File: src/rtl/axis_pkg.sv
// Shared scheduler types and round-robin pick helper for axis_m users.
// Purely combinational helpers, no latency, no flow control.
package axis_pkg;

  typedef enum logic [1:0] {
    IDLE = 2'd0,
    SEND = 2'd1,
    WAIT = 2'd2,
    DONE = 2'd3
  } sched_state_t;

  localparam int RR_MAX = 16;

  // First set bit at or above ptr, wrapping modulo n; returns ptr when req is empty.
  function automatic logic [3:0] rr_pick(input logic [RR_MAX-1:0] req,
                                         input logic [3:0]        ptr,
                                         input int                n);
    logic [3:0] idx;
    int         j;
    rr_pick = ptr;
    for (int k = n - 1; k >= 0; k--) begin
      j   = (int'(ptr) + k) % n;
      idx = 4'(j);
      if (req[idx]) rr_pick = idx;
    end
  endfunction

endpackage

File: src/rtl/rr_arbiter.sv
// Round-robin arbiter: combinational pick, pointer advances past adv_idx on adv.
// Pick is same-cycle; requesters are held off simply by not being picked.
module rr_arbiter
  import axis_pkg::*;
#(
  parameter  int N_REQ = 4,
  localparam int IDX_W = $clog2(N_REQ)
) (
  input  logic             aclk,
  input  logic             areset_n,
  input  logic [N_REQ-1:0] req,
  input  logic             adv,
  input  logic [IDX_W-1:0] adv_idx,
  output logic [IDX_W-1:0] pick,
  output logic             any
);

  logic [IDX_W-1:0] rr_ptr;

  assign any  = |req;
  assign pick = IDX_W'(rr_pick(RR_MAX'(req), 4'(rr_ptr), N_REQ));

  always_ff @(posedge aclk) begin
    if (!areset_n) begin
      rr_ptr <= '0;
    end else if (adv) begin
      rr_ptr <= (adv_idx == IDX_W'(N_REQ - 1)) ? '0 : adv_idx + 1'b1;
    end
  end

endmodule

File: src/rtl/axis_m_sched.sv
// Shares one single-beat axis_m between N_REQ requesters, round-robin, one word in flight.
// Grant to m_send is 1 cycle, finish to req_done 1 cycle; requesters wait with req_valid held.
module axis_m_sched
  import axis_pkg::*;
#(
  parameter  int N_REQ       = 4,
  parameter  int DATA_W      = 32,
  parameter  int TIMEOUT_CYC = 1024,
  localparam int IDX_W       = $clog2(N_REQ),
  localparam int CNT_W       = $clog2(TIMEOUT_CYC)
) (
  input  logic                    aclk,
  input  logic                    areset_n,
  input  logic [N_REQ-1:0]        req_valid,
  input  logic [N_REQ*DATA_W-1:0] req_data,
  output logic [N_REQ-1:0]        req_done,
  output logic [DATA_W-1:0]       m_data,
  output logic                    m_send,
  input  logic                    m_finish,
  output logic                    busy,
  output logic [IDX_W-1:0]        grant_idx,
  output logic                    timeout
);

  localparam logic [CNT_W-1:0] WAIT_MAX = CNT_W'(TIMEOUT_CYC - 1);

  sched_state_t      state, state_nxt;
  logic [IDX_W-1:0]  pick;
  logic              any;
  logic [CNT_W-1:0]  wait_cnt;
  logic [DATA_W-1:0] words [N_REQ];

  logic              load;
  logic              m_send_nxt;
  logic              busy_nxt;
  logic [N_REQ-1:0]  req_done_nxt;

  always_comb begin
    for (int i = 0; i < N_REQ; i++) begin
      words[i] = req_data[i*DATA_W +: DATA_W];
    end
  end

  rr_arbiter #(.N_REQ(N_REQ)) u_arb (
    .aclk     (aclk),
    .areset_n (areset_n),
    .req      (req_valid),
    .adv      (state == DONE),
    .adv_idx  (grant_idx),
    .pick     (pick),
    .any      (any)
  );

  always_ff @(posedge aclk) begin
    if (!areset_n) state <= IDLE;
    else           state <= state_nxt;
  end

  always_comb begin
    state_nxt = state;
    unique case (state)
      IDLE:    if (any) state_nxt = SEND;
      SEND:    state_nxt = WAIT;
      WAIT:    if (m_finish) state_nxt = DONE;
      DONE:    state_nxt = IDLE;
      default: state_nxt = IDLE;
    endcase
  end

  // Next values of the registered outputs.
  always_comb begin
    load         = (state == IDLE) && any;
    m_send_nxt   = load;
    busy_nxt     = (state_nxt != IDLE);
    req_done_nxt = '0;
    if (state == WAIT && m_finish) req_done_nxt = N_REQ'(1) << grant_idx;
  end

  always_ff @(posedge aclk) begin
    if (!areset_n) begin
      m_send    <= 1'b0;
      busy      <= 1'b0;
      req_done  <= '0;
      grant_idx <= '0;
      m_data    <= '0;
    end else begin
      m_send   <= m_send_nxt;
      busy     <= busy_nxt;
      req_done <= req_done_nxt;
      if (load) begin
        grant_idx <= pick;
        m_data    <= words[pick];
      end
    end
  end

  // No abort on timeout: axis_m cannot cancel a send, so only flag it.
  always_ff @(posedge aclk) begin
    if (!areset_n) begin
      wait_cnt <= '0;
      timeout  <= 1'b0;
    end else if (state == SEND) begin
      wait_cnt <= '0;
    end else if (state == WAIT && !m_finish) begin
      if (wait_cnt == WAIT_MAX) timeout  <= 1'b1;
      else                      wait_cnt <= wait_cnt + 1'b1;
    end
  end

endmodule

File: config.mk
export PLATFORM = sky130hd
export DESIGN_NAME = axis_m_sched
export DESIGN_NICKNAME = d
export VERILOG_FILES = /design/src/rtl/axis_pkg.sv /design/src/rtl/rr_arbiter.sv /design/src/rtl/axis_m_sched.sv
export SDC_FILE = /design/constraint.sdc
export NUM_CORES = 1
export LEC_CHECK = 0
export BUFFER_PORTS_ARGS = -buffer_cell sky130_fd_sc_hd__buf_4
export CORE_MARGIN = 3
export CORE_UTILIZATION = 45
export CTS_CLUSTER_SIZE = 28
export DETAILED_ROUTE_END_ITERATION = 16
export GPL_TIMING_DRIVEN = 0
export PLACE_DENSITY = 0.8
export SLEW_MARGIN = 20
export SYNTH_ARGS = -nofsm -noshare
export SYNTH_HDL_FRONTEND = slang
export SYNTH_SLANG_ARGS = --single-unit
File: constraint.sdc
create_clock -name aclk -period 2.2 [get_ports aclk]
set_input_delay 0.44 -clock aclk [delete_from_list [all_inputs] [get_ports aclk]]
set_output_delay 0.44 -clock aclk [all_outputs]
set_load 0.02 [all_outputs]
Word level (Yosys, flattened, before mapping)
Index checks and enable logic that the tools add are counted.
{"block": "totals", "register_bits": 55, "inputBits": 135, "output_inout_bits": 41, "word_cells": 65}
{"block": "op_classes", "addsub": 5, "order_cmp": 5, "eq_ne": 5, "n_shift": 1, "muxes": 19, "bitwise_logic": 7, "reduce_logical": 14}
{"cell": "binary-select mux 32 bit (select 2 bit)", "n": 1}
{"cell": "two-way mux 32 bit", "n": 2}
{"cell": "< comparator 4 x 5 -> 1 bit (second input constant)", "n": 3}
{"cell": "two-way mux 2 bit", "n": 7}
{"cell": "adder 10 x 1 -> 10 bit (second input constant)", "n": 1}
{"cell": "equality test 10 bit (second input constant)", "n": 1}
{"cell": "binary-select mux 1 bit (select 3 bit)", "n": 3}
{"cell": "case mux 2 bit (4 select lines)", "n": 1}
{"cell": "OR reduction 2 bit", "n": 4}
{"cell": "equality test 2 bit (second input constant)", "n": 3}
{"cell": "< comparator 2 x 5 -> 1 bit (second input constant)", "n": 1}
{"cell": "adder 2 x 1 -> 2 bit (second input constant)", "n": 2}
{"cell": "adder 2 bit (second input constant)", "n": 2}
{"cell": "two-way mux 1 bit", "n": 4}
{"cell": "AND reduction 2 bit", "n": 2}
{"cell": "OR reduction 4 bit", "n": 1}
{"cell": "left shift 1 x 2 -> 4 bit (first input constant)", "n": 1}
{"cell": "AND 1 bit (first input constant)", "n": 3}
{"cell": "greater-or-equal comparator 3 bit (second input constant)", "n": 1}
{"cell": "logical AND 1 bit", "n": 3}
{"cell": "NOT 1 bit", "n": 3}
{"cell": "NOT 2 -> 3 bit", "n": 1}
{"cell": "AND reduction 3 bit", "n": 1}
{"cell": "binary-select mux 1 bit (select 2 bit)", "n": 1}
{"cell": "other kinds (4)", "n": 4}

Depth between registers and ports, before layout
Gate-level depths: netlist of run 1.
{"block": "depth", "ltp_word": 13, "ltp_mapped": 9, "ltp_nobuf": 7}

Modules after synthesis
A second synthesis of run 1 with hierarchy kept.
{"block": "hier_totals", "cells_unflattened": 237, "hier_area_um2": 2864.0}
{"mod": "axis_m_sched", "instances": 1, "cells_per_inst": 212, "area_per_inst_um2": 2685.1, "seq_area_each_um2": 1061.0}
{"mod": "rr_arbiter", "instances": 1, "cells_per_inst": 25, "area_per_inst_um2": 178.9, "seq_area_each_um2": 40.0}

Worst setup path after synthesis of run 1
No wires, ideal clock.
{"block": "synth_timing", "kind": "input -> register", "start": "input port req_valid[3]", "end": "register m_data[21]", "setup_time_ns": 0.143, "arrival_time_ns": 1.923, "slack_ns": 0.134, "stages": 7, "n_path_buf": 2, "cell_sequence": "and3b_1 or4_1 buf_2 nand2_2 buf_2 mux2i_1 o221ai_2"}
{"block": "synth_between", "elab_chain_len": 10, "elab_cells_between_ends": 18, "cone_classes": "mux (15); bitwise (1); reduce/logical (2)"}
{"item": "start: declaration", "line": "axis_m_sched.sv:14", "rtl": "input logic [N_REQ-1:0] req_valid,"}
{"item": "binary-select mux 1 bit (select 3 bit)", "line": "axis_pkg.sv:24", "rtl": "if (req[idx]) rr_pick = idx;"}
{"item": "two-way mux 1 bit (not written as such)", "line": "axis_pkg.sv:24"}
{"item": "two-way mux 2 bit (4 in series)", "line": "axis_pkg.sv:24"}
{"item": "NOT 2 -> 3 bit (not written as such)", "line": "axis_m_sched.sv:92", "rtl": "m_data <= words[pick];"}
{"item": "binary-select mux 32 bit (select 2 bit)", "line": "axis_m_sched.sv:92"}
{"item": "two-way mux 32 bit (not written as such) (2 in series)", "line": "axis_m_sched.sv:92"}
{"item": "end signal: assignment", "line": "axis_m_sched.sv:92"}
{"item": "end: declaration", "line": "axis_m_sched.sv:17", "rtl": "output logic [DATA_W-1:0] m_data,"}
Parallel ways exist; a longest one is shown, timed or not. The select of a mux whose other input is x is not followed.
A chain may end at the register's enable or synchronous reset.

Worst setup path after layout of run 1
{"block": "layout_timing", "start": "input port req_valid[3]", "end": "register m_data[30]"}
Same word-level chain as after synthesis.

==> results_dict.tcl, run 1 <==
set metrics [dict create \
    rows 30 \
    setup_viol 0 \
    ys_warn_count 0 \
    die_area_mm2 0.00843 \
    slew_violations 0 \
    path_class "input pin to register" \
    ys.flop_type "dfxtp_1" \
    crit_start "req_valid[3]" \
    async_flop_share 0 \
    gp_congestion 0.826 \
    initial_core_util 0.474 \
    yosys.area.top_type "dfxtp_1" \
    crit_arrival_ns 2.30 \
    first_pass_iters 4 \
    die_w_um 91.8 \
    rrSetupSlack_ns 0.15 \
    postRouteAntennaNets 0 \
    final_cell_mix "buf_4 (175), dfxtp_1 (54), nand2_1 (40)" \
    grt_pass1_wl_um 16500 \
    place_ws_ns -0.393 \
    whs_path_depth 2 \
    finalNetCount 690 \
    hold_ws_ns 0.395 \
    h-tree-depth 2 \
    io_pins 176 \
    hpwl_um 8050 \
    reg2reg_from "u_arb.rr_ptr[1]$_SDFFE_PN0N_" \
    rr_worst_depth 7 \
    via_per_inst 5.38 \
    clkLatencyLatePin_ns 0.32 \
    synth_area_per_cell_um2 9.05 \
    critPathCaptureType "register" \
    power.density_mw_per_mm2 857 \
    cap_violations 0 \
    track_usage 0.239 \
    status "finished, final reports clean" \
    post-route-period-util 0.933 \
    cts_buffers 5 \
    clkSlewWorstSetupHoldPaths_ns 0.11 \
    synth_top_area_frac 0.332 \
    ys_seq_elements 55 \
    drc 0 \
    core_area_mm2 0.00698 \
    post-route-min-period_ns 2.05 \
    placed_cells 637 \
    clock-skew-final_ns 0.00470 \
    r2r-end "m_data[20]$_SDFFE_PN0P_" \
    leakagePower_nw 2.43 \
    postSynthCellCount 366 \
    cp_max_fo 10 \
    holdPathEnd "state[1]$_SDFF_PN0_" \
    synth-edff-count 0 \
    synthTopCellsByArea "dfxtp_1 (33%), o221ai_2 (11%), mux2i_1 (11%), o211a_1 (9.7%), nand3_1 (5.3%)" \
    instances_no_fill 645 \
    slew_headroom 0.565 \
    antenna_found_initial 0 \
    synth_seq_area_share 0.332 \
    fmax_ghz 0.487 \
    drt_wl_total_um 10400 \
    grt_overflow 0 \
    finalHoldViolCount 0 \
    root_buffer "clkbuf_8" \
    grt_pass1_vias 3413 \
    syn_nets 508 \
    die_y_um 91.8 \
    wl_per_cell_um 16.1 \
    hold_start "areset_n" \
    synth_area_mm2 0.00331 \
    antenna_cells 0 \
    vdd_ir_drop_max_v 0.000582 \
    worst_pin_slew_ns 0.652 \
    cts_buffer_depth 2 \
    grt_max_degree 21 \
    io_buffers 175 \
    worstPathRequired_ns 2.45 \
    drive_gt1_frac 0.424 \
    cp-start-kind "input pin" \
    cts_tree "built" \
    via_count 3468 \
    first_iter_violations 114 \
    min_path_type "input pin to register" \
    cts_sinks 55 \
    yosysUniqueCellTypes 37 \
    mostFrequentLayoutCell "buf_4" \
    worst_slack_ns 0.146 \
    synthToLayoutAreaGrowth_pct 47.9 \
]
[flip-flops by register name, summed over array words and instances, names as in the netlist]
signal,count
m_data,32
wait_cnt,10
req_done,4
grant_idx,2
state,2
u_arb.rr_ptr,2
busy,1
m_send,1
timeout,1
[stage by stage]
step | power (mW) | area [um2] | TNS (ns) | utilization
3_5_place_dp | 3.56 | 4750 | -10.63 | 0.680
2_1_floorplan | 2.71 | 3310 | 0 | -
4_1_cts | 4.21 | 4860 | 0 | 0.696
3_3_place_gp | 3.50 | 4750 | -9.96 | 0.680
5_1_grt | 4.46 | 4900 | -0.00109 | 0.702
6_report | 4.20 | 4900 | 0 | 0.702
[how the worst max path moves through the flow]
stage | to | slack [ns] | cells past startpoint
floorplan | m_data[21]$_SDFFE_PN0P_ | 0.13 | 7
finish | m_data[30]$_SDFFE_PN0P_ | 0.15 | 8
global placement | m_data[2]$_SDFFE_PN0P_ | -0.34 | 8
global route | m_data[5]$_SDFFE_PN0P_ | -0.001 | 8
CTS | m_data[28]$_SDFFE_PN0P_ | 0.01 | 6
detailed placement | m_data[15]$_SDFFE_PN0P_ | -0.39 | 8
[power by group]
part	leakage [nW]	internal, mW	switching [mW]
registers	0.452	1.28	0.163
logic	1.93	0.975	1.15
clock network	0.0526	0.245	0.384
total	2.43	2.50	1.70
[worst max-delay path: stages]
cell and delay (ns):
buf_4 0.14, o41ai_2 0.58, and2_1 0.20, clkbuf_1 0.20, clkbuf_2 0.29, nand2_1 0.14
o211a_1 0.15, o221ai_2 0.15
[cell families after synthesis]
family,synth area share
AO/OA/AOI/OAI,0.259
AND/OR/NAND/NOR,0.169
buffers and inverters,0.0808
flip-flops,0.332
adder cells (fa/ha/maj),0.0264
multiplexers,0.109
XOR/XNOR,0.0238
[per-layer routing]
| metal | track usage | up-vias | part of all wire |
|---|---|---|---|
| met5 | 0 | - | 0 |
| met4 | 0.0681 | 0 | 0.018 |
| met3 | 0.0443 | 15 | 0.061 |
| met2 | 0.421 | 124 | 0.51 |
| met1 | 0.296 | 1637 | 0.42 |
| li1 | - | 1692 | - |
[synthesized netlist by cell type (2+ instances only)]
| library cell | instances |
|---|---|
| a21oi_1 | 2 |
| a31oi_1 | 3 |
| and2_1 | 3 |
| and3_1 | 3 |
| and4_1 | 2 |
| buf_1 | 9 |
| buf_2 | 4 |
| buf_6 | 4 |
| clkbuf_1 | 9 |
| dfxtp_1 | 55 |
| ha_1 | 7 |
| inv_1 | 36 |
| mux2i_1 | 36 |
| nand2_1 | 40 |
| nand2b_1 | 3 |
| nand3_1 | 35 |
| nor2_1 | 23 |
| nor2b_1 | 3 |
| o211a_1 | 32 |
| o21ai_1 | 2 |
| o221ai_1 | 8 |
| o221ai_2 | 25 |
| xnor2_1 | 2 |
| xor2_1 | 7 |
[cell type report]
class	count	area [um2]
Inverter	36	135
Tap cell	96	120
Sequential cell	55	1100
Buffer	26	161
Multi-Input combinational cell	249	1970
Timing Repair Buffer	175	1310
Fill cell	569	2080
Clock buffer	5	68.8
Clock inverter	3	31.3
[repair_timing]
action / CTS / global route
buffers inserted: 0 / 0
hold buffers: 0 / 0
resized for setup: 6 / 17
endpoints found under the setup margin: 24 / 30
Power figures use the tool's default switching activity.
==> run 2, diff against run 1 <==
Clock period 2.2 ns to 2.4 ns, I/O delays scaled along.
==> results_dict.tcl, run 2 (same netlist as run 1, synthesis figures left out) <==
set metrics [dict create \
    power.density_mw_per_mm2 788 \
    setup_viol 0 \
    slew_headroom 0.491 \
    min_path_type "input pin to register" \
    cts_buffers 5 \
    cap_violations 0 \
    final_cell_mix "buf_4 (175), dfxtp_1 (55), nand2_1 (40)" \
    track_usage 0.239 \
    slew_violations 0 \
    hpwl_um 8050 \
    worst_pin_slew_ns 0.763 \
    first_pass_iters 4 \
    crit_arrival_ns 2.40 \
    critPathCaptureType "register" \
    clkSlewWorstSetupHoldPaths_ns 0.11 \
    layout.cell_area.non_filler_mm2 0.00486 \
    finalHoldViolCount 0 \
    die_area_mm2 0.00843 \
    io_pins 176 \
    cp_max_fo 10 \
    clkLatencyLatePin_ns 0.32 \
    root_buffer "clkbuf_8" \
    worstPathRequired_ns 2.58 \
    mostFrequentLayoutCell "buf_4" \
    final_core_util 0.696 \
    grt_overflow 0 \
    nFillCells 578 \
    drc 0 \
    p_total_mw 3.83 \
    rows 30 \
    rsz0062_at_grt "false" \
    cp_slowest_cell "clkbuf_1" \
    p_int_mw 2.27 \
    grt_pass1_vias 3417 \
    placed_cell_area_mm2 0.00475 \
    p_clk_frac 0.151 \
    vdd_ir_drop_max_v 0.000534 \
    switchingPower_mw 1.55 \
    via_per_inst 5.38 \
    die_y_um 91.8 \
    largest_reg_flops 32 \
    antenna_found_initial 0 \
    cts_sinks 55 \
    finalNetCount 690 \
    clock-skew-final_ns 0.00569 \
    grt_max_degree 21 \
    wl_per_cell_um 16.0 \
    cp-start-kind "input pin" \
    h-tree-depth 2 \
    p_comb_frac 0.504 \
    cts_buffer_depth 2 \
    critical_path.cell_chain "buf_4 > o41ai_2 > nor2_1 > nand2b_1 > clkbuf_1 > o221ai_1" \
    sw_frac_of_total 0.406 \
    antenna_cells 0 \
    drt_wl_total_um 10300 \
    cpPeakStageDelay_ns 0.60 \
    leakagePower_nw 2.41 \
    drive_gt1_frac 0.404 \
    placed_cells 637 \
    post-route-period-util 0.925 \
    instances_no_fill 645 \
    synthToLayoutAreaGrowth_pct 46.7 \
    power_frac_seq 0.345 \
    post-route-min-period_ns 2.22 \
    postRouteAntennaNets 0 \
    status "finished, final reports clean" \
    cts_tree "built" \
    reg.largest.list "m_data: 32 flops, wait_cnt: 10 flops, req_done: 4 flops" \
    via_count 3469 \
    grt_pass1_wl_um 16500 \
    fmax_ghz 0.450 \
    io_buffers 175 \
    initial_core_util 0.474 \
    gp_congestion 0.826 \
    core_area_mm2 0.00698 \
    die_w_um 91.8 \
    largest-register "m_data" \
    first_iter_violations 95 \
    path_class "input pin to register" \
]
[run 2: path summary, 6_finish.rpt]
kind                                 from                 endpoint  slack [ns]  depth (start not counted)
min reg2reg        m_data[3]$_SDFFE_PN0P_   m_data[3]$_SDFFE_PN0P_        0.50                          2
min                              areset_n      state[1]$_SDFF_PN0_        0.43                          2
max reg2reg  u_arb.rr_ptr[1]$_SDFFE_PN0N_  m_data[29]$_SDFFE_PN0P_        0.21                          7
max                          req_valid[3]  m_data[28]$_SDFFE_PN0P_        0.18                          6
[run 2: power by group through the flow]
| stage | sequential, mW | clock, mW | combinational (mW) |
|---|---|---|---|
| finish | 1.32 | 0.578 | 1.93 |
| global route | 1.35 | 0.642 | 2.07 |
| CTS | 1.32 | 0.605 | 1.93 |
| detailed placement | 1.34 | 0 | 1.92 |
| global placement | 1.33 | 0 | 1.88 |
| floorplan | 1.60 | 0 | 0.882 |
[run 2: layout make-up]
cell class                 instances  area, um2  area share
multi-input combinational        249       1940       0.400
tap                               96        120      0.0247
clock inverter                     3       31.3     0.00644
sequential                        55       1100       0.227
clock buffer                       5       68.8      0.0142
timing repair buffer             175       1310       0.270
inverter                          36        135      0.0278
buffer                            26        144      0.0296
[run 2: routing by layer]
layer | GRT usage | vias up | share of wire
met5 | 0 | - | 0
met1 | 0.295 | 1648 | 0.42
li1 | - | 1695 | -
met4 | 0.0681 | 0 | 0.017
met3 | 0.0468 | 13 | 0.059
met2 | 0.421 | 113 | 0.50
[run 2: worst max-delay path: cells and delay by family]
family	cells	cell delay [ns]
AO/OA/AOI/OAI	2	0.81
buffers and inverters	2	0.74
AND/OR/NAND/NOR	2	0.35
[run 2: timing repair]
item,4_1_cts,5_1_grt
setup endpoints to repair,0,22
setup buffers,0,0
resized for setup,0,9
hold buffers,0,0
[run 2: metrics by stage]
stage,TNS (ns),hold WS [ns],setup slack (ns)
3_3_place_gp,-5.01,0.469,-0.185
5_1_grt,0,0.427,0.00483
2_1_floorplan,0,0.472,0.294
4_1_cts,0,0.414,0.115
3_5_place_dp,-5.67,0.474,-0.233
6_report,0,0.431,0.180
